## src/rtl/nand_logic_unit.sv

```systemverilog
// Registered 8-function logic unit whose datapath is built only from 2-input nand gates; valid/ready handshake, latency 1.
// Optional self-test FSM (ports bist_start/busy/done/fail) enabled by defining NAND_LOGIC_UNIT_BIST_EN.
module nand_logic_unit #(
  parameter int WIDTH = 8
) (
  input  logic             clk,
  input  logic             rst,
  input  logic             in_valid,
  output logic             in_ready,
  input  logic [2:0]       op,
  input  logic [WIDTH-1:0] a,
  input  logic [WIDTH-1:0] b,
  output logic             out_valid,
  input  logic             out_ready,
`ifdef NAND_LOGIC_UNIT_BIST_EN
  input  logic             bist_start,
  output logic             bist_busy,
  output logic             bist_done,
  output logic             bist_fail,
`endif
  output logic [WIDTH-1:0] y
);

  logic [2:0]       dp_op;
  logic [WIDTH-1:0] dp_a, dp_b, dp_y;
  logic [WIDTH-1:0] n_ab, n_a, n_b, t_a, t_b;
  logic [WIDTH-1:0] f_and, f_or, f_nor, f_xor, f_xnor, f_buf;
  logic             xfer;

  // Every function is derived per bit from the shared nand terms.
  for (genvar i = 0; i < WIDTH; i++) begin : g_bit
    nand u_nab  (n_ab[i],   dp_a[i],  dp_b[i]);
    nand u_and  (f_and[i],  n_ab[i],  n_ab[i]);
    nand u_na   (n_a[i],    dp_a[i],  dp_a[i]);
    nand u_nb   (n_b[i],    dp_b[i],  dp_b[i]);
    nand u_or   (f_or[i],   n_a[i],   n_b[i]);
    nand u_nor  (f_nor[i],  f_or[i],  f_or[i]);
    nand u_ta   (t_a[i],    dp_a[i],  n_ab[i]);
    nand u_tb   (t_b[i],    dp_b[i],  n_ab[i]);
    nand u_xor  (f_xor[i],  t_a[i],   t_b[i]);
    nand u_xnor (f_xnor[i], f_xor[i], f_xor[i]);
    nand u_buf  (f_buf[i],  n_a[i],   n_a[i]);
  end

  always_comb begin
    dp_y = f_buf;
    case (dp_op)
      3'd0:    dp_y = f_and;
      3'd1:    dp_y = f_or;
      3'd2:    dp_y = n_ab;
      3'd3:    dp_y = f_nor;
      3'd4:    dp_y = f_xor;
      3'd5:    dp_y = f_xnor;
      3'd6:    dp_y = n_a;
      default: dp_y = f_buf;
    endcase
  end

`ifdef NAND_LOGIC_UNIT_BIST_EN
  typedef enum logic [1:0] {IDLE, RUN, DONE} bist_state_t;

  bist_state_t      state, state_nxt;
  logic [4:0]       vec_cnt;
  logic [WIDTH-1:0] ref_y;

  // Vector bits {op, a_bit, b_bit}; a/b bits fan out across the full width.
  always_comb begin
    dp_op = op;
    dp_a  = a;
    dp_b  = b;
    if (state == RUN) begin
      dp_op = vec_cnt[4:2];
      dp_a  = {WIDTH{vec_cnt[1]}};
      dp_b  = {WIDTH{vec_cnt[0]}};
    end
  end

  always_comb begin
    ref_y = dp_a;
    case (dp_op)
      3'd0:    ref_y = dp_a & dp_b;
      3'd1:    ref_y = dp_a | dp_b;
      3'd2:    ref_y = ~(dp_a & dp_b);
      3'd3:    ref_y = ~(dp_a | dp_b);
      3'd4:    ref_y = dp_a ^ dp_b;
      3'd5:    ref_y = ~(dp_a ^ dp_b);
      3'd6:    ref_y = ~dp_a;
      default: ref_y = dp_a;
    endcase
  end

  always_comb begin
    state_nxt = state;
    bist_busy = 1'b0;
    bist_done = 1'b0;
    case (state)
      IDLE: if (bist_start && !out_valid) state_nxt = RUN;
      RUN: begin
        bist_busy = 1'b1;
        if (vec_cnt == 5'd31) state_nxt = DONE;
      end
      DONE: begin
        bist_done = 1'b1;
        state_nxt = IDLE;
      end
      default: state_nxt = IDLE;
    endcase
  end

  always_ff @(posedge clk or posedge rst) begin
    if (rst) begin
      state     <= IDLE;
      vec_cnt   <= 5'd0;
      bist_fail <= 1'b0;
    end else begin
      state <= state_nxt;
      if (state == IDLE && state_nxt == RUN) begin
        vec_cnt   <= 5'd0;
        bist_fail <= 1'b0;
      end else if (state == RUN) begin
        vec_cnt <= vec_cnt + 5'd1;
        if (dp_y !== ref_y) bist_fail <= 1'b1;
      end
    end
  end

  assign in_ready = (!out_valid || out_ready) && !bist_busy;
`else
  assign dp_op    = op;
  assign dp_a     = a;
  assign dp_b     = b;
  assign in_ready = !out_valid || out_ready;
`endif

  assign xfer = in_valid && in_ready;

  // A new transfer wins over a plain accept, giving full throughput.
  always_ff @(posedge clk or posedge rst) begin
    if (rst) begin
      out_valid <= 1'b0;
      y         <= '0;
    end else if (xfer) begin
      out_valid <= 1'b1;
      y         <= dp_y;
    end else if (out_ready) begin
      out_valid <= 1'b0;
    end
  end

endmodule

```

## config.mk

```make
export PLATFORM = sky130hd
export DESIGN_NAME = nand_logic_unit
export DESIGN_NICKNAME = d
export VERILOG_FILES = /design/src/rtl/nand_logic_unit.sv
export SDC_FILE = /design/constraint.sdc
export NUM_CORES = 1
export LEC_CHECK = 0
export ABC_AREA = 1
export BUFFER_PORTS_ARGS = -buffer_cell sky130_fd_sc_hd__clkbuf_2
export CAP_MARGIN = 20
export CORE_MARGIN = 1.5
export CORE_UTILIZATION = 45
export DETAILED_ROUTE_END_ITERATION = 10
export PLACE_DENSITY = 0.7
export RECOVER_POWER = 100
export REMOVE_ABC_BUFFERS = 1
export SLEW_MARGIN = 40
export SYNTH_ARGS = -nofsm -noshare
export SYNTH_HDL_FRONTEND = slang
export SYNTH_SLANG_ARGS = --single-unit
```

## constraint.sdc

```tcl
create_clock -name clk -period 2.85 [get_ports clk]
set_input_delay 0.4275 -clock clk [delete_from_list [all_inputs] [get_ports clk]]
set_output_delay 0.4275 -clock clk [all_outputs]
set_load 0.01 [all_outputs]
```

==> results.toml, run 1 <==
[logic_synthesis]
synth_ff_type = "dfrtp_1"
synth_edf_count = 0
synth_top_area_share_pct = 19.3
synth_cell_type_count = 16
synth_cells = 228
netlist_top_cells_area = "nand2_1 (19%), dfrtp_1 (17%), nand3_1 (16%)"
yosysMostFrequentCell = "nand2_1"
synth_seq_area_share_pct = 16.8
async_flop_share_pct = 100
synth_area_per_cell_um2 = 5.89
ys_top_cells_by_count = "nand2_1 (69), nand3_1 (42), inv_1 (40)"
synth_area_mm2 = 0.00134
yosys_warnings = 0
yosysTopAreaCell = "nand2_1"
ys_ff_latch = 9

[timing]
finalCriticalPeriod_ns = 1.84
slew_viol_final = 0
tns_ns = 0
relSlewSlack_pct = 50.2
skew_ns = 0.000560
post-route-period-util_pct = 64.4
tightest_slew_ns = 0.743
max_freq_mhz = 545
hold_violations = 0
setup_viol = 0
rsz0062_at_grt = "no"

[clock_tree]
clock_latency_ns = 0.25
clockBufferDepth = 2
cts_resized = 0
cts_made_buffers = 3
cts.sinks = 9
clkTransAtPathRegs_ns = 0.06
cts_setup_buffers = 0
hold_buffers = 0
ctsRootBufferMaster = "clkbuf_4"
h-tree-depth = 1
cts_tree = "yes"

[detailed_routing]
wl_per_cell_um = 10.6
vias = 1456
met3_length_um = 131
drc = 4
ant_nets = 0
top_layer = "met4"
wl_met1_um = 1360
drt_iter0_markers = 48
vias_per_cell = 5.13
wl_um = 3000
dr.pass1.iters = 7
wl_met2_um = 1480

[job]
drv_cap = 0

[worst_hold_path]
hp-class = "in2async"

[die]
rows = 19
dieArea_mm2 = 0.00332
fp.dieH_um = 57.6
fp.coreArea_mm2 = 0.00281
start_util_pct = 47.9
die_w_um = 57.6
io-pin-count = 33

[cells_and_area]
fin_area_mm2 = 0.00149
fin_cells = 284
area_growth_pct = 10.7
nets = 293
diodes = 0
drive_above_1_share_pct = 11.5

[placement]
dp_hpwl_um = 2230
place_area_mm2 = 0.00148
dp_cells = 280
place_congestion = 0.778
io_buffers = 32

[global_routing]
grt_pass1_wl_um = 4940
grt_max_degree = 31
grt_pass1_vias = 1199
grt_use_total_pct = 18.5
grt_remaining_overflow = 0
antenna_found_initial = 0

[worst_setup_path]
reg2reg_from = "out_valid"
endpoint_kind = "flop"
reg2regPathDepth = 5
required_ns = 3.00
crit_path_max_fanout = 30
critPathArrivalTime_ns = 1.98
timing.rr.end = "y[5]"
r2r_slack_ns = 1.54
critical_path_class = "in2reg"
start_kind = "input port"

[power_and_ir_drop]
power_density_mw_per_mm2 = 305
p_leak_nw = 0.956
ir_drop_mv = 0.283

[run_status]
status = "finished, violations left"
violations = "DRC"
## cell usage in the layout (no fill, tap or decap), types with 2 or more instances in the layout
cell type,count
nand2_1,69
nand3_1,42
inv_1,39
clkbuf_2,21
ha_1,16
nor2_1,14
clkbuf_1,12
a21oi_1,10
dfrtp_1,9
nand3b_1,6
nand4_1,6
clkbuf_4,3
nor2_4,2
## through the flow
stage               util, %  hold WS, ns  setup slack (ns)  power [mW]
finish                 53.0        0.103              1.01       0.453
global route           53.0        0.123             0.860       0.499
CTS                    53.5        0.109              1.31       0.466
detailed placement     52.6        0.390              1.04       0.366
global placement       52.6        0.385              1.05       0.364
floorplan                 -        0.255              1.49       0.287
## worst max path at each step
stage	start	to	slack, ns	cells after the start
floorplan	op[2]	y[4]	1.49	7
global placement	op[2]	y[7]	1.05	8
detailed placement	op[2]	y[4]	1.04	8
CTS	op[1]	y[0]	1.31	9
global route	op[2]	y[7]	0.86	8
finish	op[2]	y[7]	1.01	8
## routing by layer
| metal | vias to the layer above | track usage [%] |
|---|---|---|
| li1 | 767 | - |
| met1 | 650 | 22.7 |
| met2 | 37 | 33.9 |
| met3 | 2 | 3.35 |
| met4 | 0 | 3.32 |
| met5 | - | 0 |
## registers in the layout (all words and copies together), names as in the netlist
signal	cells
out_valid	1
y	8
## cell families (layout without fill, tap and decap cells)
logic type / after synthesis / in the layout / synth area share [%]
fa+ha+maj: 16 / 16 / 14.9
simple gates: 141 / 141 / 47.9
compound gates: 10 / 10 / 3.72
flops: 9 / 9 / 16.8
buf+inv: 52 / 77 / 16.8
## layout make-up
cell class	instances	area (um2)
fillers	297	1320
multi-input cells	167	893
flip-flops and latches	9	225
repair buffers	33	154
inverters	40	150
well taps	31	38.8
clock buffers	4	26.3
## power by group
| group | total, mW | internal (mW) | switching [mW] |
|---|---|---|---|
| clock | 0.0966 | 0.0538 | 0.0428 |
| sequential | 0.162 | 0.150 | 0.0117 |
| combinational | 0.195 | 0.0697 | 0.125 |
| total | 0.453 | 0.274 | 0.179 |
## critical path: stages
cell      delay [ns]
clkbuf_1        0.15
clkinv_1        0.62
nand3_1         0.36
nand2_1         0.08
a21oi_1         0.16
nand2_1         0.06
nand2_1         0.06
nand2_1         0.05
(Power assumes the default switching activity.)
==> run 2: changes to the inputs <==
--- a/config.mk
+++ b/config.mk
@@ -5,13 +5,13 @@
 export SDC_FILE = /design/constraint.sdc
 export NUM_CORES = 1
 export LEC_CHECK = 0
-export ABC_AREA = 1
+export ABC_AREA = 0
 export BUFFER_PORTS_ARGS = -buffer_cell sky130_fd_sc_hd__clkbuf_2
 export CAP_MARGIN = 20
 export CORE_MARGIN = 1.5
 export CORE_UTILIZATION = 45
 export DETAILED_ROUTE_END_ITERATION = 10
-export PLACE_DENSITY = 0.7
+export PLACE_DENSITY = 0.72
 export RECOVER_POWER = 100
 export REMOVE_ABC_BUFFERS = 1
 export SLEW_MARGIN = 40
==> constraint.sdc (replaced) <==
create_clock -name clk -period 1.8 [get_ports clk]
set_input_delay 0.27 -clock clk [delete_from_list [all_inputs] [get_ports clk]]
set_output_delay 0.27 -clock clk [all_outputs]
set_load 0.01 [all_outputs]
==> run 2 against run 1 <==
The flow now finishes without violations. Wire length down 16%. Setup slack worse by 0.65 ns. Design area down 10%. Critical path type unchanged. Via count down 22%. Largest cell class unchanged. Sequential power up 57%. Combinational power up 41%. Global-route usage up 1.2 points. Count of clock-buffer cells in the layout unchanged. Clock power up 60%.
==> results.toml, run 2 <==
[cells_and_area]
largest_reg_flops = 8
final_cell_mix = "clkbuf_2 (22), inv_1 (17), ha_1 (16)"
diodes = 0
layout.area.seq_um2 = 225
reg_top3 = "y (8), out_valid (1)"
mostFrequentLayoutCell = "clkbuf_2"
regMostFlops = "y"
area_growth_pct = 17.0
nets = 222
multi_input_area_um2 = 792
fin_area_mm2 = 0.00134
drive_above_1_share_pct = 18.1
fillers = 251

[clock_tree]
cts.sinks = 9
ctsRootBufferMaster = "clkbuf_4"
h-tree-depth = 1
clockBufferDepth = 2
cts_setup_buffers = 0
cts_resized = 0
cts_tree = "yes"
clock_latency_ns = 0.26
hold_buffers = 1
clkTransAtPathRegs_ns = 0.06
cts_made_buffers = 3

[global_routing]
grt_pass1_vias = 1076
grt_pass1_wl_um = 4210
grt_remaining_overflow = 0
antenna_found_initial = 0
grt_max_degree = 17
grt_use_total_pct = 19.7

[worst_setup_path]
cp.depth = 7
reg2reg_from = "out_valid"
start_kind = "input port"
endpoint_kind = "flop"
cp_num_buf_inv = 2
crit_slowest_cell = "mux4_2"
r2r_slack_ns = 0.43
critPathArrivalTime_ns = 1.59
crit_family = "multiplexers"
crit_path_max_fanout = 3
critical_path_class = "in2reg"
cpPeakStageDelay_ns = 0.46
reg2regPathDepth = 3
required_ns = 1.96
timing.rr.end = "y[1]"
path_cells = "clkbuf_2 > inv_1 > ha_1 > nor2b_2 > a21oi_1 > mux4_2 > o31ai_1"

[logic_synthesis]
synth_cells = 150
yosys_warnings = 0
synth_area_per_cell_um2 = 7.62
synth_edf_count = 0
synth_ff_type = "dfrtp_1"
ys_top_cells_by_count = "inv_1 (17), ha_1 (16), nand2_1 (13)"
synth_area_mm2 = 0.00114
ys_ff_latch = 9
synth_seq_area_share_pct = 19.7
synth_cell_type_count = 39
yosysMostFrequentCell = "inv_1"
yosysTopAreaCell = "dfrtp_1"
async_flop_share_pct = 100
synth_top_area_share_pct = 19.7
netlist_top_cells_area = "dfrtp_1 (20%), ha_1 (18%), inv_1 (5.6%)"

[placement]
io_buffers = 32
place_area_mm2 = 0.00132
place_congestion = 0.833
pre_cts_ws_ns = 0.109
dp_hpwl_um = 2050

[timing]
tns_ns = 0
skew_ns = 0.00214
hold_violations = 0
rsz0062_at_grt = "no"
post-route-period-util_pct = 79.6
setup_viol = 0
tightest_slew_ns = 0.523
finalCriticalPeriod_ns = 1.43
fin_ws_ns = 0.367
max_freq_mhz = 698
relSlewSlack_pct = 65.1
whs_ns = 0.226
slew_viol_final = 0

[detailed_routing]
ant_nets = 0
drt_iter0_markers = 7
wl_per_cell_um = 11.9
wl_um = 2530
vias_per_cell = 5.34
drc = 0
vias = 1133
dr.pass1.iters = 4

[die]
fp.dieH_um = 53.4
rows = 18
start_util_pct = 47.0
io-pin-count = 33
dieArea_mm2 = 0.00285
die_w_um = 53.4
fp.coreArea_mm2 = 0.00243

[run_status]
status = "complete, no violations"

[power_and_ir_drop]
total_power_uw = 685
ir_drop_mv = 0.306
p_leak_nw = 0.692
power_density_mw_per_mm2 = 513

[worst_hold_path]
hold_path_depth = 2
hp-class = "in2reg"
min_to = "out_valid"
hold_start = "in_valid"

[job]
drv_cap = 0
==> run 2: stage by stage <==
| step | cells | util (%) |
|---|---|---|
| 2_1_floorplan | 141 | - |
| 3_3_place_gp | 207 | 54.2 |
| 3_5_place_dp | 207 | 54.2 |
| 4_1_cts | 212 | 55.7 |
| 5_1_grt | 212 | 54.9 |
| 6_report | 212 | 54.9 |
==> run 2: power by group <==
part	switching [mW]	internal [mW]	leakage (nW)
registers	0.0197	0.235	0.109
clock network	0.0697	0.0854	0.0150
logic	0.153	0.122	0.568
total	0.242	0.443	0.692
==> run 2: final cells by class <==
type                    count  share of cell area [%]
clock buffers               4                    1.97
inverters                  18                    5.06
multi-input cells         114                    59.3
flip-flops and latches      9                    16.9
well taps                  30                    2.81
repair buffers             37                    14.0
==> run 2: per-layer routing <==
metal | wire, um | up-vias | GRT usage (%) | part of all wire [%]
met3 | 93 | 0 | 2.82 | 3.7
met4 | 0 | 0 | 5.98 | 0
met5 | 0 | - | 0 | 0
met1 | 1050 | 540 | 21.6 | 41
met2 | 1390 | 21 | 38.1 | 55
li1 | - | 572 | - | -
==> run 2: logic make-up after synthesis <==
group,share of synthesized area (%)
buf+inv,10.5
xor+xnor,3.07
flops,19.7
compound gates,14.8
simple gates,32.4
mux,1.97
fa+ha+maj,17.5
==> run 2: how the worst max path moves through the flow <==
stage                     startpoint   end  slack [ns]
after floorplan                 a[2]  y[2]        0.31
after global placement          a[2]  y[2]        0.16
after detailed placement        a[2]  y[2]        0.11
after CTS                       a[2]  y[2]        0.38
after global routing            a[2]  y[2]        0.25
final                           a[2]  y[2]        0.37
